<file path="config.mk">
export PLATFORM = sky130hd
export DESIGN_NAME = fetch_unit
export DESIGN_NICKNAME = d
export VERILOG_FILES = /design/src/rtl/fetch_unit_pkg.sv /design/src/rtl/fetch_fifo.sv /design/src/rtl/fetch_unit.sv
export SDC_FILE = /design/constraint.sdc
export NUM_CORES = 1
export LEC_CHECK = 0
export ABC_CLOCK_PERIOD_IN_PS = 3200
export BUFFER_PORTS_ARGS = -buffer_cell sky130_fd_sc_hd__buf_4
export CORE_UTILIZATION = 52
export DETAILED_ROUTE_END_ITERATION = 12
export HOLD_SLACK_MARGIN = 0.1
export PLACE_DENSITY = 0.76
export SLEW_MARGIN = 25
export SYNTH_ARGS = -nofsm -noshare
export SYNTH_HDL_FRONTEND = slang
export SYNTH_SLANG_ARGS = --single-unit
</file>
<file path="constraint.sdc">
create_clock -name clock -period 3.2 [get_ports clock]
set_input_delay 0.32 -clock clock [delete_from_list [all_inputs] [get_ports clock]]
set_output_delay 0.32 -clock clock [all_outputs]
set_load 0.03 [all_outputs]
</file>
<file path="src/rtl/fetch_unit_pkg.sv">
// fetch_unit_pkg: shared word type, fetch defaults and queue entry layout.
package fetch_unit_pkg;
  typedef logic [31:0] word_t;
  localparam int FETCH_QUEUE_DEPTH = 4;
  localparam int FETCH_MAX_OUTSTANDING = 2;
  localparam word_t BOOT_ADDRESS = 32'h0000_1000;
  typedef struct packed {
    word_t data;
    word_t addr;
  } fetch_entry_t;
endpackage

</file>
<file path="src/rtl/fetch_fifo.sv">
// fetch_fifo: synchronous FIFO with occupancy count and single-cycle flush.
module fetch_fifo #(
  parameter int WIDTH = 32,
  parameter int DEPTH = 4,
  localparam int CW = $clog2(DEPTH) + 1,
  localparam int PW = DEPTH > 1 ? $clog2(DEPTH) : 1
) (
  input  logic             clock,
  input  logic             reset,
  input  logic             flush_i,
  input  logic             push_i,
  input  logic             pop_i,
  input  logic [WIDTH-1:0] data_i,
  output logic [WIDTH-1:0] data_o,
  output logic [CW-1:0]    count_o
);
  logic [WIDTH-1:0] mem_q [DEPTH];
  logic [PW-1:0] wr_q, wr_d, rd_q, rd_d;
  logic [CW-1:0] count_q, count_d;
  function automatic logic [PW-1:0] nxt(input logic [PW-1:0] p);
    return p == PW'(DEPTH - 1) ? '0 : p + 1'b1;
  endfunction
  always_comb begin
    wr_d = flush_i ? '0 : push_i ? nxt(wr_q) : wr_q;
    rd_d = flush_i ? '0 : pop_i ? nxt(rd_q) : rd_q;
    count_d = flush_i ? '0 : count_q + CW'(push_i) - CW'(pop_i);
  end
  always_ff @(posedge clock) begin
    if (reset) begin
      wr_q <= '0;
      rd_q <= '0;
      count_q <= '0;
    end else begin
      wr_q <= wr_d;
      rd_q <= rd_d;
      count_q <= count_d;
    end
  end
  always_ff @(posedge clock)
    if (push_i && !flush_i) mem_q[wr_q] <= data_i;
  assign data_o = mem_q[rd_q];
  assign count_o = count_q;
endmodule

</file>
<file path="src/rtl/fetch_unit.sv">
// fetch_unit: credit-based instruction fetch with in-order responses and flush-drop.
module fetch_unit
  import fetch_unit_pkg::*;
#(
  parameter int QUEUE_DEPTH = FETCH_QUEUE_DEPTH,
  parameter int MAX_OUTSTANDING = FETCH_MAX_OUTSTANDING
) (
  input  logic  clock,
  input  logic  reset,
  input  word_t pc_addr,
  input  logic  do_flush,
  output logic  fetch_stall,
  output logic  imem_req_valid,
  input  logic  imem_req_ready,
  output word_t imem_req_addr,
  input  logic  imem_resp_valid,
  input  word_t imem_resp_data,
  output logic  s2_valid,
  output word_t s2_instruction,
  output word_t s2_instruction_addr,
  input  logic  s2_ready
);
  localparam int CW = $clog2(QUEUE_DEPTH) + 1;
  localparam int AW = $clog2(MAX_OUTSTANDING) + 1;
  logic [CW-1:0] occ, outs, drop_q, drop_d;
  logic [AW-1:0] af_count;
  logic accept, resp, q_push, q_pop;
  word_t af_head;
  fetch_entry_t q_head;
  // the address FIFO holds exactly the in-flight requests, so its count is the outstanding counter
  assign outs = CW'(af_count);
  always_comb begin
    imem_req_valid = ({1'b0, occ} + {1'b0, outs}) < (CW + 1)'(QUEUE_DEPTH) && outs < CW'(MAX_OUTSTANDING);
    accept = imem_req_valid && imem_req_ready;
    fetch_stall = !accept;
    imem_req_addr = pc_addr;
    resp = imem_resp_valid && outs != '0;
    q_push = resp && drop_q == '0 && !do_flush;
    s2_valid = occ != '0 && !do_flush;
    q_pop = s2_valid && s2_ready;
    s2_instruction = s2_valid ? q_head.data : '0;
    s2_instruction_addr = s2_valid ? q_head.addr : '0;
    drop_d = do_flush ? outs - CW'(resp) : resp && drop_q != '0 ? drop_q - 1'b1 : drop_q;
  end
  always_ff @(posedge clock) begin
    if (reset) drop_q <= '0;
    else drop_q <= drop_d;
  end
  fetch_fifo #(.WIDTH(32), .DEPTH(MAX_OUTSTANDING)) u_addr_fifo (
    .clock(clock),
    .reset(reset),
    .flush_i(1'b0),
    .push_i(accept),
    .pop_i(resp),
    .data_i(pc_addr),
    .data_o(af_head),
    .count_o(af_count)
  );
  fetch_fifo #(.WIDTH($bits(fetch_entry_t)), .DEPTH(QUEUE_DEPTH)) u_queue (
    .clock(clock),
    .reset(reset),
    .flush_i(do_flush),
    .push_i(q_push),
    .pop_i(q_pop),
    .data_i(fetch_entry_t'{data: imem_resp_data, addr: af_head}),
    .data_o(q_head),
    .count_o(occ)
  );
  a_resp_has_request: assert property (@(posedge clock) disable iff (reset) imem_resp_valid |-> outs != '0);
  a_queue_no_overflow: assert property (@(posedge clock) disable iff (reset) q_push && !q_pop |-> occ < CW'(QUEUE_DEPTH));
endmodule
</file>
==> flow_summary.yaml <==
pwr:
  p_leak_nw: 5.692
  ir_drop_mv: 0.4747
  powerDensity_mw_per_mm2: 623.1
sta:
  tns_ps: 0
  slew_violations: 0
  finalCriticalPeriod_ps: 2818
  tightest_slew_ps: 961.1
  skew_ps: 15.68
  slew_headroom_pct: 35.92
  setup_slack_ps: 382.2
  finalSetupViolations: 0
  hold_viol_final: 0
  rsz0062_at_grt: "no"
  period_share_pct: 88.06
  fmax_ghz: 0.3549
logic_synthesis:
  synth_fp_nets: 731
  syn_inst: 646
  synthesis.area_mm2: 0.01316
  synth_commonest_cells: "edfxtp_1 (320), and2_1 (70), mux4_2 (64)"
  synth_top_area_share_pct: 73.02
  synth.most_common_cell: "edfxtp_1"
  synth_cell_types: 40
  synth_top_area_cell: "edfxtp_1"
  synthArstFlopShare_pct: 0
  ys.warnings.count: 0
  synth_area_leaders: "edfxtp_1 (73%), mux4_2 (11%), and2_1 (3.3%)"
  ys_ff_latch: 337
  yosysSeqAreaShare_pct: 75.60
  ys.flop_type: "edfxtp_1"
  synth_edf_count: 320
  syn_area_per_cell_um2: 20.37
clock_network:
  cts-buffers-inserted: 35
  cts_sinks: 337
  clockBufferDepth: 3
  root_buffer: "clkbuf_16"
  clk_latency_ps: 500
  cts_tree: "yes"
  cts_resized: 0
  cts_max_level: 2
  cts_setup_buffers: 0
  clkTransAtPathRegs_ps: 60
cells_and_area:
  num_antenna_cells: 0
  area_delta_synth_final_pct: 24.04
  drive_gt1_share_pct: 38.26
  nFillCells: 1567
  nets: 952
  utilization_pct: 66.35
placed_design:
  io_buffers: 168
  place.gp.congestion: 0.7460
  hpwl_um: 14550
  dp_slack_ps: 723.5
detailed_routing:
  drtIter0Drc: 506
  ant_nets: 0
  wl_per_cell_um: 20.71
  top_layer_used: "met4"
  via_count: 6636
  wirelength_um: 25220
  wl_met1_um: 10420
  routed_via_density: 5.448
  route.met3.wl_um: 1309
  wl_met2_um: 13020
  drtPass1Iterations: 4
  drc_errors: 0
floorplan:
  rows: 57
  ios: 169
  coreArea_mm2: 0.02460
  fp.dieH_um: 161.1
  initial_core_util_pct: 53.49
  chipWidth_um: 161.1
  die_area_mm2: 0.02595
grt:
  grt_pass1_vias: 7047
  antenna_found_initial: 0
  grt_max_degree: 65
  grt_pass1_wl_um: 39070
  grt_remaining_overflow: 0
  grtUsageTotal_pct: 19.90
worst_setup_path:
  cp_max_fo: 26
  r2r_end: "u_queue.count_o[2]$_SDFF_PP0_"
  rr_worst_depth: 10
  reg2reg_from: "u_queue.count_o[1]$_SDFF_PP0_"
  end_kind: "output pin"
  cp.required_ps: 2880
  crit_type: "flip-flop to output pin"
  critPathLaunchType: "flip-flop"
  cp_data_arrival_time_ps: 2500
  r2r_slack_ps: 690
hold_path:
  hold_class: "input port to flip-flop"
  worstHoldStart: "do_flush"
  min_to: "drop_q[2]$_SDFFE_PP0P_"
  holdPathStages: 2
status:
  run_status: "finished, final reports clean"
job:
  drv_cap: 0
==> layout make-up <==
| type | instances | area, um2 | share of cell area (%) |
|---|---|---|---|
| clock buffer | 43 | 927.1 | 5.679 |
| clock inverter | 21 | 116.4 | 0.7128 |
| inverter | 16 | 60.06 | 0.3679 |
| multi-input combinational | 233 | 2800 | 17.15 |
| sequential | 337 | 9958 | 61.00 |
| tap | 324 | 405.4 | 2.483 |
| timing repair buffer | 244 | 2057 | 12.60 |
==> placed cells by master, fill, tap and decap left out, types with 7 or more instances in the layout <==
cell type / netlist / final
dlygate4sd3_1: 0 / 65
buf_4: 37 / 174
ha_1: 14 / 14
mux4_2: 64 / 64
clkinv_1: 1 / 7
clkbuf_1: 9 / 7
clkinv_2: 0 / 12
inv_1: 15 / 15
clkbuf_16: 0 / 36
and2_1: 70 / 66
edfxtp_1: 320 / 320
mux2_2: 33 / 33
dfxtp_1: 17 / 14
nor2_1: 12 / 9
==> kinds of logic (layout without fill, tap and decap cells) <==
group                      count (synthesis)  in the layout  share of synthesized area [%]
and+or+nand+nor                          103            103                          4.678
adders and majority gates                 15             15                          1.483
muxes                                     99             99                          13.93
buffers and inverters                     76            324                          3.366
AOI/OAI and AO/OA                         12             12                         0.6750
DFF                                      337            337                          75.60
xor gates and xnor gates                   4              4                         0.2663
==> worst max-delay path, cell delays in order, from the launching register on <==
cell	delay [ps]
dfxtp_4	720
buf_4	340
mux4_2	550
and2_1	200
buf_4	170
==> where the power goes <==
group / internal [mW] / switching [mW] / leakage (nW)
combinational: 0.511 / 0.651 / 2.13
clock: 2.08 / 1.57 / 0.524
sequential: 5.24 / 0.128 / 3.04
==> per-stage QoR <==
stage	power, mW	hold slack (ps)	instances	instance area [um2]
detailed placement	6.551	490.7	1089	14630
floorplan	6.150	418.9	646	13160
finish	10.17	128.9	1218	16320
global placement	6.483	487.8	1089	14630
global route	10.55	128.9	1218	16320
CTS	10.25	109.7	1218	16320
==> sequential cells by signal, indices dropped and copies added, names as in the netlist, named ones only <==
name / cells
u_addr_fifo.rd_q: 1
u_addr_fifo.wr_q: 1
drop_q: 3
u_queue.rd_q: 2
u_queue.wr_q: 2
u_queue.mem_q: 256
u_queue.count_o: 3
u_addr_fifo.mem_q: 64
u_addr_fifo.count_o: 2
==> worst max-delay path by stage <==
stage                                  startpoint  depth (start not counted)                           endpoint  slack (ps)
finish                                  flip-flop                          4                 s2_instruction[30]         380
global route                            flip-flop                          4                 s2_instruction[30]         230
CTS                                     flip-flop                          4            s2_instruction_addr[31]         310
detailed placement         drop_q[0]$_SDFFE_PP0P_                          6     u_queue.mem_q[0][50]$_DFFE_PP_         720
global placement           drop_q[0]$_SDFFE_PP0P_                          6     u_queue.mem_q[0][37]$_DFFE_PP_         800
floorplan           u_queue.count_o[1]$_SDFF_PP0_                          4  u_addr_fifo.mem_q[0][0]$_DFFE_PP_          80
==> per-layer routing <==
layer | vias up | global-route usage, %
met1 | 3408 | 26.24
met4 | 0 | 5.489
met2 | 231 | 34.23
met5 | - | 0
li1 | 2956 | -
met3 | 41 | 3.518
==> what timing repair did <==
item                                    in CTS  in global routing
endpoints found under the setup margin       0                  0
hold endpoints to repair                   197                  0
hold buffers                                65                  0
No activity file was read; power rests on OpenSTA's default activity.
